## src/rtl/mem_ctrl_pkg.sv

```systemverilog
// Shared types and constants for the byte-serial RAM port controller.
package mem_ctrl_pkg;

  localparam int unsigned ADDR_W = 32;
  localparam int unsigned DATA_W = 32;
  localparam int unsigned BYTE_W = 8;
  localparam int unsigned CNT_W  = 3;

  localparam logic [1:0] SZ_B = 2'd0;
  localparam logic [1:0] SZ_H = 2'd1;
  localparam logic [1:0] SZ_W = 2'd2;

  typedef enum logic [1:0] {
    MC_IDLE  = 2'd0,
    MC_READ  = 2'd1,
    MC_WRITE = 2'd2,
    MC_DONE  = 2'd3
  } mc_state_e;

  typedef enum logic {
    OWN_IF = 1'b0,
    OWN_LS = 1'b1
  } owner_e;

  // Byte count of an LS access; the illegal size code 3 behaves as a word.
  function automatic logic [CNT_W-1:0] xfer_len(input logic [1:0] size);
    case (size)
      SZ_B:    return CNT_W'(1);
      SZ_H:    return CNT_W'(2);
      default: return CNT_W'(4);
    endcase
  endfunction

endpackage

```

## src/rtl/mem_ctrl_if.sv

```systemverilog
// Requester and RAM-port signals of mem_ctrl; slave is the controller side.
interface mem_ctrl_if;
  import mem_ctrl_pkg::*;

  logic              rdy;
  logic              flush;
  logic              if_req;
  logic [ADDR_W-1:0] if_addr;
  logic [DATA_W-1:0] if_data;
  logic              if_done;
  logic              ls_req;
  logic              ls_we;
  logic [1:0]        ls_size;
  logic [ADDR_W-1:0] ls_addr;
  logic [DATA_W-1:0] ls_wdata;
  logic [DATA_W-1:0] ls_rdata;
  logic              ls_done;
  logic [BYTE_W-1:0] mem_din;
  logic [BYTE_W-1:0] mem_dout;
  logic [ADDR_W-1:0] mem_a;
  logic              mem_wr;

  modport master (
    output rdy, flush, if_req, if_addr, ls_req, ls_we, ls_size, ls_addr, ls_wdata, mem_din,
    input  if_data, if_done, ls_rdata, ls_done, mem_dout, mem_a, mem_wr
  );

  modport slave (
    input  rdy, flush, if_req, if_addr, ls_req, ls_we, ls_size, ls_addr, ls_wdata, mem_din,
    output if_data, if_done, ls_rdata, ls_done, mem_dout, mem_a, mem_wr
  );

endinterface

```

## src/rtl/mem_ctrl.sv

```systemverilog
// Arbitrates one byte-wide RAM port between fetch and load/store, serialising
// each access into little-endian byte transactions.
module mem_ctrl
  import mem_ctrl_pkg::*;
#(
  parameter bit LS_PRIORITY = 1'b1
) (
  input  logic       clk,
  input  logic       rst,
  mem_ctrl_if.slave  bus
);

  mc_state_e         state;
  owner_e            owner;
  logic [CNT_W-1:0]  cnt;
  logic [CNT_W-1:0]  len;
  logic [ADDR_W-1:0] mem_a_q;
  logic [BYTE_W-1:0] mem_dout_q;
  logic [DATA_W-1:0] wdata;
  logic [DATA_W-1:0] rdata;
  logic [DATA_W-1:0] if_data_q;
  logic [DATA_W-1:0] ls_rdata_q;
  logic              wr_phase;
  logic              if_done_q;
  logic              ls_done_q;

  logic              grant_ls_c;
  logic              grant_if_c;
  logic [1:0]        byte_idx_c;
  logic [DATA_W-1:0] rdata_nxt_c;

  // Grant decision and merge of the byte returned for the previous address.
  always_comb begin
    grant_ls_c  = bus.ls_req && (LS_PRIORITY || !bus.if_req || bus.flush);
    grant_if_c  = bus.if_req && !bus.flush && !grant_ls_c;
    byte_idx_c  = 2'(cnt - CNT_W'(1));
    rdata_nxt_c = rdata;
    if (cnt != '0) begin
      rdata_nxt_c[{byte_idx_c, 3'b000} +: BYTE_W] = bus.mem_din;
    end
  end

  always_ff @(posedge clk) begin
    if (rst) begin
      state      <= MC_IDLE;
      owner      <= OWN_IF;
      cnt        <= '0;
      len        <= '0;
      mem_a_q    <= '0;
      mem_dout_q <= '0;
      wdata      <= '0;
      rdata      <= '0;
      if_data_q  <= '0;
      ls_rdata_q <= '0;
      wr_phase   <= 1'b0;
      if_done_q  <= 1'b0;
      ls_done_q  <= 1'b0;
    end else if (bus.rdy) begin
      case (state)
        MC_IDLE: begin
          if (grant_ls_c || grant_if_c) begin
            owner      <= grant_ls_c ? OWN_LS : OWN_IF;
            len        <= grant_ls_c ? xfer_len(bus.ls_size) : CNT_W'(4);
            mem_a_q    <= grant_ls_c ? bus.ls_addr : bus.if_addr;
            wdata      <= bus.ls_wdata;
            mem_dout_q <= bus.ls_wdata[BYTE_W-1:0];
            cnt        <= '0;
            rdata      <= '0;
            if (grant_ls_c && bus.ls_we) begin
              state    <= MC_WRITE;
              wr_phase <= 1'b1;
            end else begin
              state    <= MC_READ;
            end
          end
        end
        MC_READ: begin
          if (owner == OWN_IF && bus.flush) begin
            state <= MC_IDLE;
            cnt   <= '0;
          end else if (cnt == len) begin
            state <= MC_DONE;
            if (owner == OWN_IF) begin
              if_data_q <= rdata_nxt_c;
              if_done_q <= 1'b1;
            end else begin
              ls_rdata_q <= rdata_nxt_c;
              ls_done_q  <= 1'b1;
            end
          end else begin
            rdata <= rdata_nxt_c;
            cnt   <= cnt + CNT_W'(1);
            // Address stays on the last byte during the final capture cycle.
            if (cnt + CNT_W'(1) < len) begin
              mem_a_q <= mem_a_q + ADDR_W'(1);
            end
          end
        end
        MC_WRITE: begin
          if (cnt == len - CNT_W'(1)) begin
            state     <= MC_DONE;
            wr_phase  <= 1'b0;
            ls_done_q <= 1'b1;
          end else begin
            cnt        <= cnt + CNT_W'(1);
            mem_a_q    <= mem_a_q + ADDR_W'(1);
            wdata      <= wdata >> BYTE_W;
            mem_dout_q <= wdata[2*BYTE_W-1:BYTE_W];
          end
        end
        MC_DONE: begin
          state     <= MC_IDLE;
          if_done_q <= 1'b0;
          ls_done_q <= 1'b0;
        end
        default: state <= MC_IDLE;
      endcase
    end
  end

  assign bus.if_data  = if_data_q;
  assign bus.if_done  = if_done_q & ~bus.flush;
  assign bus.ls_rdata = ls_rdata_q;
  assign bus.ls_done  = ls_done_q;
  assign bus.mem_a    = mem_a_q;
  assign bus.mem_dout = mem_dout_q;
  assign bus.mem_wr   = wr_phase & bus.rdy;

endmodule

```

## src/flat_wrapper.sv

```systemverilog
// flat-port wrapper written by rule: the top's interface ports become plain ports
module mem_ctrl_flat import mem_ctrl_pkg::*;
#(
  parameter bit LS_PRIORITY = 1'b1
)
  (clk, rst, bus_rdy, bus_flush, bus_if_req, bus_if_addr, bus_ls_req, bus_ls_we, bus_ls_size, bus_ls_addr, bus_ls_wdata, bus_mem_din, bus_if_data, bus_if_done, bus_ls_rdata, bus_ls_done, bus_mem_dout, bus_mem_a, bus_mem_wr);
  mem_ctrl_if bus_i ();
  input  logic clk;
  input  logic rst;
  input wire logic [$bits(bus_i.rdy)-1:0] bus_rdy;
  input wire logic [$bits(bus_i.flush)-1:0] bus_flush;
  input wire logic [$bits(bus_i.if_req)-1:0] bus_if_req;
  input wire logic [$bits(bus_i.if_addr)-1:0] bus_if_addr;
  input wire logic [$bits(bus_i.ls_req)-1:0] bus_ls_req;
  input wire logic [$bits(bus_i.ls_we)-1:0] bus_ls_we;
  input wire logic [$bits(bus_i.ls_size)-1:0] bus_ls_size;
  input wire logic [$bits(bus_i.ls_addr)-1:0] bus_ls_addr;
  input wire logic [$bits(bus_i.ls_wdata)-1:0] bus_ls_wdata;
  input wire logic [$bits(bus_i.mem_din)-1:0] bus_mem_din;
  output wire logic [$bits(bus_i.if_data)-1:0] bus_if_data;
  output wire logic [$bits(bus_i.if_done)-1:0] bus_if_done;
  output wire logic [$bits(bus_i.ls_rdata)-1:0] bus_ls_rdata;
  output wire logic [$bits(bus_i.ls_done)-1:0] bus_ls_done;
  output wire logic [$bits(bus_i.mem_dout)-1:0] bus_mem_dout;
  output wire logic [$bits(bus_i.mem_a)-1:0] bus_mem_a;
  output wire logic [$bits(bus_i.mem_wr)-1:0] bus_mem_wr;
  assign bus_i.rdy = bus_rdy;
  assign bus_i.flush = bus_flush;
  assign bus_i.if_req = bus_if_req;
  assign bus_i.if_addr = bus_if_addr;
  assign bus_i.ls_req = bus_ls_req;
  assign bus_i.ls_we = bus_ls_we;
  assign bus_i.ls_size = bus_ls_size;
  assign bus_i.ls_addr = bus_ls_addr;
  assign bus_i.ls_wdata = bus_ls_wdata;
  assign bus_i.mem_din = bus_mem_din;
  assign bus_if_data = bus_i.if_data;
  assign bus_if_done = bus_i.if_done;
  assign bus_ls_rdata = bus_i.ls_rdata;
  assign bus_ls_done = bus_i.ls_done;
  assign bus_mem_dout = bus_i.mem_dout;
  assign bus_mem_a = bus_i.mem_a;
  assign bus_mem_wr = bus_i.mem_wr;
  mem_ctrl #(.LS_PRIORITY(LS_PRIORITY)) u_core (.clk(clk), .rst(rst), .bus(bus_i));
endmodule
```

## config.mk

```make
export PLATFORM = sky130hd
export DESIGN_NAME = mem_ctrl_flat
export DESIGN_NICKNAME = d
export VERILOG_FILES = /design/src/rtl/mem_ctrl_pkg.sv /design/src/rtl/mem_ctrl_if.sv /design/src/rtl/mem_ctrl.sv /design/src/flat_wrapper.sv
export SDC_FILE = /design/constraint.sdc
export NUM_CORES = 1
export LEC_CHECK = 0
export ABC_AREA = 1
export BUFFER_PORTS_ARGS = -buffer_cell sky130_fd_sc_hd__clkbuf_2
export CAP_MARGIN = 30
export CORE_ASPECT_RATIO = 0.7
export CORE_MARGIN = 3
export CORE_UTILIZATION = 45
export CTS_BUF_LIST = sky130_fd_sc_hd__clkbuf_4
export CTS_CLUSTER_DIAMETER = 100
export DETAILED_ROUTE_END_ITERATION = 10
export HOLD_SLACK_MARGIN = 0.1
export PLACE_DENSITY = 0.69
export SYNTH_ARGS = -nofsm -noshare
export SYNTH_HDL_FRONTEND = slang
export SYNTH_SLANG_ARGS = --single-unit
```

## constraint.sdc

```tcl
create_clock -name clk -period 2.94 [get_ports clk]
set_clock_uncertainty 0.1 [all_clocks]
set_input_delay 0.294 -clock clk [delete_from_list [all_inputs] [get_ports clk]]
set_output_delay 0.294 -clock clk [all_outputs]
set_load 0.02 [all_outputs]
```

; ---- Word-level counts from Yosys, hierarchy flattened
; Cells that the tools add are included.
[classes]
n_eq_ne = 18
shifts = 2
order_cmp = 1
add_sub_neg = 5
n_reduce_logical = 26
bitwise_logic = 5
mux = 46
[ops]
columns = op, n
row1 = two-way mux 32 bit, 12
row2 = case mux 32 bit (2 select lines), 2
row3 = case mux 32 bit (3 select lines), 1
row4 = "adder 32 x 1 -> 32 bit, second input constant", 1
row5 = bitwise mux 32 bit, 1
row6 = "variable shift 8 x 7 -> 32 bit, first input constant", 1
row7 = indexed part select 8 x 7 -> 32 bit, 1
row8 = AND reduction 5 bit, 6
row9 = two-way mux 8 bit, 2
row10 = case mux 8 bit (2 select lines), 1
row11 = two-way mux 3 bit, 5
row12 = "inequality test 2 x 1 -> 1 bit, second input constant", 6
row13 = two-way mux 1 bit, 11
row14 = two-way mux 2 bit, 5
row15 = case mux 3 bit (3 select lines), 1
row16 = nonzero test 3 bit, 3
row17 = "inequality test 2 bit, second input constant", 4
row18 = case mux 2 bit (4 select lines), 1
row19 = AND reduction 4 bit, 2
row20 = negator 5 -> 7 bit, 1
row21 = AND reduction 7 bit, 1
row22 = == test 3 bit, 2
row23 = case mux 3 bit (2 select lines), 1
row24 = AND reduction 6 bit, 1
row25 = 18 further kinds, 31
[word_totals]
register_bits = 180
in_bits = 113
out_inout_bits = 107

; ---- Logic depth before layout (Yosys ltp)
; Gate-level depths: netlist of run 1.
[depth]
depth_word = 8
depth_mapped = 14

; ---- Worst setup path before layout of run 1
; OpenSTA, ideal clock, no wires.
[synth_path]
path_type = reg-to-reg
start = reg u_core.cnt[0]
end = reg u_core.mem_a_q[5], in the netlist u_core.bus.mem_a[5]
period_less_slack_ns = 2.547
path_stages_with_launch = 14
path_slack_ns = 0.393
arrival_time_ns = 2.335
n_path_buf = 2
t_required_ns = 2.727
path_cell_list = dfxtp_1 -> clkbuf_1 -> inv_1 -> ha_1 -> ha_1 -> nand2_1 -> o21ai_0 -> nand2_1 -> nand2_1 -> nor2_8 -> nand2_4 -> buf_4 -> nor2_1 -> nor2_1
[synth_via]
elab_chain_cells = 4
word_cells_on_any_way = 8
[synth_lines]
columns = element, line_no
row1 = "start, declared", mem_ctrl.sv:15  ; logic [CNT_W-1:0] cnt;
row2 = "start signal, assigned", mem_ctrl.sv:92  ; cnt <= cnt + CNT_W'(1);
row3 = "start signal, assigned", mem_ctrl.sv:105  ; cnt <= cnt + CNT_W'(1);
row4 = adder 3 x 1 -> 3 bit, mem_ctrl.sv:94  ; if (cnt + CNT_W'(1) < len) begin
row5 = < comparator 3 bit, mem_ctrl.sv:94
row6 = inequality test 2 x 1 -> 1 bit (no source line), n/a
row7 = AND reduction 7 bit (no source line) *, n/a
row8 = "end signal, assigned", mem_ctrl.sv:64  ; mem_a_q <= grant_ls_c ? bus.ls_addr : bus.if_addr;
row9 = "end signal, assigned", mem_ctrl.sv:95  ; mem_a_q <= mem_a_q + ADDR_W'(1);
row10 = "end signal, assigned", mem_ctrl.sv:106  ; mem_a_q <= mem_a_q + ADDR_W'(1);
row11 = "end, declared", mem_ctrl.sv:17  ; logic [ADDR_W-1:0] mem_a_q;
; Every way passes the cells marked *; elsewhere a longest branch is shown, timed or not.
; A chain may end at the register's enable or synchronous reset.

; ---- Worst setup path after layout of run 1
[layout_path]
start = reg u_core.mem_a_q[1], in the netlist u_core.bus.mem_a[1]
end = reg u_core.mem_a_q[16], in the netlist u_core.bus.mem_a[16]
[layout_via]
elab_chain_cells = 5
word_cells_on_any_way = 6
[layout_lines]
columns = element, line_no
row1 = adder 32 x 1 -> 32 bit *, "mem_ctrl.sv:95, mem_ctrl.sv:106"
row2 = two-way mux 32 bit, mem_ctrl.sv:94
row3 = two-way mux 32 bit, mem_ctrl.sv:81  ; end else if (cnt == len) begin
row4 = two-way mux 32 bit, mem_ctrl.sv:78  ; if (owner == OWN_IF && bus.flush) begin
row5 = case mux 32 bit (3 select lines) *, mem_ctrl.sv:59  ; case (state)
; Every way passes the cells marked *; elsewhere a longest branch is shown, timed or not. The select of a mux whose other input is x is not followed.

==> metrics.yaml, run 1 <==
peakVddDrop_mv: 0.283
die_w_um: 178
relSlewSlack: 0.569
end_kind: "flip-flop"
synthesis.nets: 1607
cp_top_family: "simple AND/OR/NAND/NOR gates"
fp.dieH_um: 126
hold_class: "in2reg"
numCtsBuffers: 17
synthCells: 1477
path_buf_inv: 1
run_status: "finished clean"
design_area_um2: 11600
startpoint_type: "flip-flop"
path_cells: "ha_1 -> nand2_1 -> nor2_1 -> nand2_1 -> nor2_2 -> nand2_1 -> nand3_1 -> o21ai_0 -> dlygate4sd3_1 -> nor2_1 -> nor2_1"
reg2reg_slack_ns: 0.27
grt_first_pass_wirelength_mm: 46.0
grt_max_degree: 77
synthTopCellsByArea: "dfxtp_1 37%, nand2_1 14%, nor2_1 9.7%"
worstPathRequired_ns: 3.33
p_leak_nw: 5.24
rsz0062_at_grt: "false"
dieArea_um2: 22400
cpMaxStageDelayCell: "dlygate4sd3_1"
start_util: 0.464
hold_violations: 0
ys_warn_count: 0
power_density_nw_per_um2: 528
synth_top_family_by_area: "simple AND/OR/NAND/NOR gates"
synth_compound_area_frac: 0.174
worst_pin_slew_ns: 0.646
syn_to_final_growth_pct: 24.8
rows: 43
drv_cap: 0
wl_mm: 28.4
synth_ff_type: "dfxtp_1"
num_vias: 10121
timing.final.crit_share: 0.909
tns_ns: 0
grtUsageTotal: 0.251
setup.worst_path.class: "reg2reg"
cts_tree: "built"
period_needed_ns: 2.67
syn-cell-area_um2: 9280
clk_latency_ns: 0.57
io_pins: 220
finalSetupViolCount: 0
first_iter_violations: 902
via_per_inst: 5.02
cts_sinks: 172
gp_congestion: 0.896
cts_max_level: 4
core-area_um2: 20000
final_layout_size_suffix_gt1_frac: 0.167
clkSlewWorstSetupHoldPaths_ns: 0.18
dr.pass1.iters: 5
synthArstFlopShare: 0
max_stage_delay_ns: 0.56
synth.mux.area_fraction: 0
seq_area_frac_synth: 0.371
yosys.area_share.adder: 0.0229
finalNetCount: 1861
antenna_found_initial: 1
power_w: 0.00611
crit_arrival_ns: 3.07
ctsRootBufferMaster: "clkbuf_4"
grt_overflow: 0
hpwl_mm: 19.6
dpl_cell_area_um2: 10400
synth.distinct_cells: 32
syn_avg_cell_area_um2: 6.28
synth_edf_count: 0
grt_pass1_vias: 9102
yosysMostFrequentCell: "nand2_1"
cp_max_fo: 6
portBuffers: 219
cts_buffer_depth: 2
synth_area_leader_cell: "dfxtp_1"
ant_nets: 0
synth_top_cell_area_share: 0.371
slew_violations: 0
synthSimpleGateAreaFrac: 0.312
max_freq_mhz: 374
synthTopCellsByCount: "340 x nand2_1, 239 x nor2_1, 172 x dfxtp_1"
synth-xor-area-share: 0.00283
post_drt_wl_per_cell_um: 14.1
synth-seq-cells: 172
drc: 0
final timing paths:
| check | from | end | cells past startpoint |
|---|---|---|---|
| max | u_core.bus.mem_a[1] | u_core.bus.mem_a[16] | 11 |
| min | bus_if_addr[25] | u_core.bus.mem_a[25] | 7 |
| min reg2reg | u_core.bus.if_data[27] | u_core.bus.if_data[27] | 2 |
| max reg2reg | u_core.bus.mem_a[1] | u_core.bus.mem_a[16] | 11 |
state kept, by name (all words and copies together), names as in the netlist:
name                 flops
u_core.bus.if_data      32
u_core.bus.ls_rdata     32
u_core.bus.mem_a        32
u_core.rdata            32
u_core.wdata            32
u_core.cnt               3
u_core.len               3
u_core.state             2
u_core.bus.ls_done       1
u_core.if_done_q         1
u_core.owner             1
u_core.wr_phase          1
metrics by stage:
step / std cells / setup slack, ns / utilization / hold slack, ns
detailed placement: 1894 / 0.196 / 0.520 / 0.334
global placement: 1894 / 0.330 / 0.520 / 0.332
finish: 2015 / 0.267 / 0.578 / 0.141
global route: 2015 / 0.0264 / 0.578 / 0.125
floorplan: 1477 / 0.393 / - / 0.336
CTS: 2014 / 0.167 / 0.578 / 0.101
worst min-delay path, cell delays in order:
cell,delay (ns)
clkbuf_2,0.08
nor2_1,0.03
nor2_1,0.06
o21ai_0,0.10
nand3_1,0.09
nor2_1,0.04
nor2_1,0.07
kinds of logic (layout without fill, tap and decap cells):
group | after synthesis | in the layout
AND/OR/NAND/NOR | 708 | 708
AO/OA/AOI/OAI | 318 | 318
buffers and inverters | 259 | 526
flip-flops | 172 | 172
adder cells (fa/ha/maj) | 17 | 17
XOR/XNOR | 3 | 3
other | 0 | 1
final cells by class:
class,instances,area [µm²]
fillers,2021,8440
inverters,171,643
clock inverters,15,150
diodes,1,2.50
repair buffers,323,2110
clock buffers,17,128
flip-flops and latches,172,3440
well taps,270,338
multi-input cells,1046,4760
routing by layer:
layer  global-route usage  routed length, µm  share of wire  vias up
met3               0.0455               2060          0.072       28
met5                    0                  0              0        -
met1                0.380              14200           0.50     4520
met4               0.0549                320          0.011        0
li1                     -                  -              -     5203
met2                0.368              11800           0.42      370
where the power goes:
part	leakage, nW	switching [W]	internal, W
sequential	1.40	0.000191	0.00253
clock	0.154	0.000972	0.000386
combinational	3.69	0.00131	0.000718
timing repair:
| action | 4_1_cts | 5_1_grt |
|---|---|---|
| hold buffers | 88 | 0 |
| endpoints found under the setup margin | 0 | 30 |
| resized for setup | 0 | 1 |
| setup buffers | 0 | 0 |
| hold endpoints to repair | 70 | 0 |
cells in the final DEF, fill, tap and decap left out, types with 2 or more instances in the layout:
cell           Yosys  routed
nor2_2             5       5
clkinv_4           0       3
ha_1              17      17
nor2_1           239     239
nand4_2            2       2
clkbuf_2           0     219
nand2_1          340     340
o22ai_1            2       2
clkinv_2           0       2
inv_1            162     161
xor2_1             3       3
a21oi_1          122     122
buf_4             11      15
inv_2              8       8
clkinv_1           1       2
nand4_1           11      11
nand2_2            2       2
o21ai_1           15      15
a211oi_1           2       2
a22oi_1            2       2
inv_8              0       5
nand3_2            3       3
dfxtp_1          172     172
dlygate4sd3_1      0      88
clkbuf_4           0      17
o21ai_0          171     171
nand3_1          102     102
inv_6              0       3
clkinv_8           0       2
Note: power is estimated with default switching activity, not from simulation.
==> inputs of run 2 (changes only) <==
==> constraint.sdc (replaced) <==
create_clock -name clk -period 3.15 [get_ports clk]
set_clock_uncertainty 0.1 [all_clocks]
set_input_delay 0.315 -clock clk [delete_from_list [all_inputs] [get_ports clk]]
set_output_delay 0.315 -clock clk [all_outputs]
set_load 0.02 [all_outputs]
==> run 2 against run 1 <==
Effect of this change: wire length decreased by 0.52%; critical endpoint is now u_core.bus.mem_a[1]; clock power decreased by 7%; non-clock buffer count decreased by 3.
==> metrics.yaml, run 2 (same netlist as run 1, synthesis figures left out) <==
run_status: "finished clean"
cpMostUsedCell: "nand2_1"
intPower_w: 0.00338
cts_buffer_depth: 2
drv_cap: 0
reg2reg_slack_ns: 0.41
layout_commonest_cell: "nand2_1"
wl_mm: 28.3
relSlewSlack: 0.585
dr.pass1.iters: 5
portBuffers: 219
cp_max_fo: 54
clkPwrFrac: 0.224
cts_tree: "built"
worst_pin_slew_ns: 0.622
core-area_um2: 20000
max_stage_delay_ns: 0.49
grt_pass1_vias: 9021
startpoint_type: "flip-flop"
cts_max_level: 4
final_cell_mix: "340 x nand2_1, 239 x nor2_1, 219 x clkbuf_2"
syn_to_final_growth_pct: 24.5
rows: 43
cpMaxStageDelayCell: "dfxtp_1"
num_vias: 10060
rsz0062_at_grt: "false"
post_drt_wl_per_cell_um: 14.0
numCtsBuffers: 17
clk_latency_ns: 0.58
finalSetupViolCount: 0
hold_class: "in2reg"
first_iter_violations: 933
clkSlewWorstSetupHoldPaths_ns: 0.18
switchingPower_w: 0.00231
io_pins: 220
period_needed_ns: 2.74
hold_violations: 0
ctsRootBufferMaster: "clkbuf_4"
drc: 0
die_w_um: 178
via_per_inst: 5.00
setup.worst_path.class: "reg2reg"
swShare: 0.406
dieArea_um2: 22400
comb_power_share: 0.328
grt_max_degree: 65
gp_congestion: 0.908
grt_overflow: 0
worstPathRequired_ns: 3.52
dpl_cell_area_um2: 10400
seq_power_share: 0.448
cts_sinks: 172
final_layout_size_suffix_gt1_frac: 0.167
hpwl_mm: 19.6
peakVddDrop_mv: 0.251
max_freq_mhz: 366
cts_setup_buffers: 0
slew_violations: 0
finalNetCount: 1858
design_area_um2: 11500
ant_nets: 0
grtUsageTotal: 0.249
fp.dieH_um: 126
p_leak_nw: 5.23
end_kind: "flip-flop"
antenna_found_initial: 1
path_cells: "inv_1 -> ha_1 -> ha_1 -> nand2_1 -> o21ai_0 -> nand2_1 -> nand2_1 -> nor2_8 -> nand2_4 -> inv_1 -> nor2_1 -> nor2_1"
power_density_nw_per_um2: 493
tns_ns: 0
start_util: 0.464
cts_resized: 0
timing.final.crit_share: 0.868
grt_first_pass_wirelength_mm: 45.7
crit_arrival_ns: 3.11
==> run 2: layer usage <==
| layer | track usage | vias to the layer above | routed length, µm |
|---|---|---|---|
| met3 | 0.0449 | 40 | 2220 |
| met5 | 0 | - | 0 |
| met2 | 0.346 | 376 | 11200 |
| met1 | 0.386 | 4453 | 14400 |
| li1 | - | 5191 | - |
| met4 | 0.0761 | 0 | 416 |
==> run 2: what timing repair did <==
action	in CTS	in global routing
hold buffers	86	0
hold endpoints to repair	70	0
endpoints found under the setup margin	0	0
==> run 2: final timing paths <==
kind                                               from                       to  cells after the start
worst min-delay path                    bus_ls_addr[13]     u_core.bus.mem_a[13]                      5
worst min register to register  u_core.bus.ls_rdata[12]  u_core.bus.ls_rdata[12]                      2
worst max-delay path                      u_core.cnt[1]      u_core.bus.mem_a[1]                     12
worst max register to register            u_core.cnt[1]      u_core.bus.mem_a[1]                     12
==> run 2: cell type report <==
class,instances,area [µm²]
clock buffer,17,128
sequential,172,3440
fill,1998,8470
antenna,1,2.50
timing repair buffer,320,2080
multi-input combinational,1046,4750
tap,270,338
inverter,171,643
clock inverter,15,158
==> run 2: per-stage QoR <==
step	util	setup slack, ns	cells	power, W	hold WS [ns]
after CTS	0.577	0.411	2011	0.00571	0.108
after detailed placement	0.520	0.455	1893	0.00428	0.336
after global placement	0.520	0.556	1893	0.00426	0.333
after floorplan	-	0.603	1477	0.00380	0.339
final	0.577	0.415	2012	0.00569	0.150
after global routing	0.577	0.196	2012	0.00607	0.141
==> run 2: power by group through the flow <==
| stage | combinational (W) | clock [W] | sequential (W) |
|---|---|---|---|
| 6_report | 0.00187 | 0.00127 | 0.00255 |
| 5_1_grt | 0.00209 | 0.00140 | 0.00258 |
| 4_1_cts | 0.00186 | 0.00131 | 0.00254 |
| 3_5_place_dp | 0.00169 | 0 | 0.00259 |
| 3_3_place_gp | 0.00168 | 0 | 0.00258 |
| 2_1_floorplan | 0.00114 | 0 | 0.00266 |
==> run 2: worst max-delay path: cells and delay by family, from the launching register on <==
kind	cells	cell delay (ns)
DFF	1	0.49
AOI/OAI and AO/OA	1	0.15
and+or+nand+nor	7	0.95
buffers and inverters	2	0.25
adders and majority gates	2	0.69
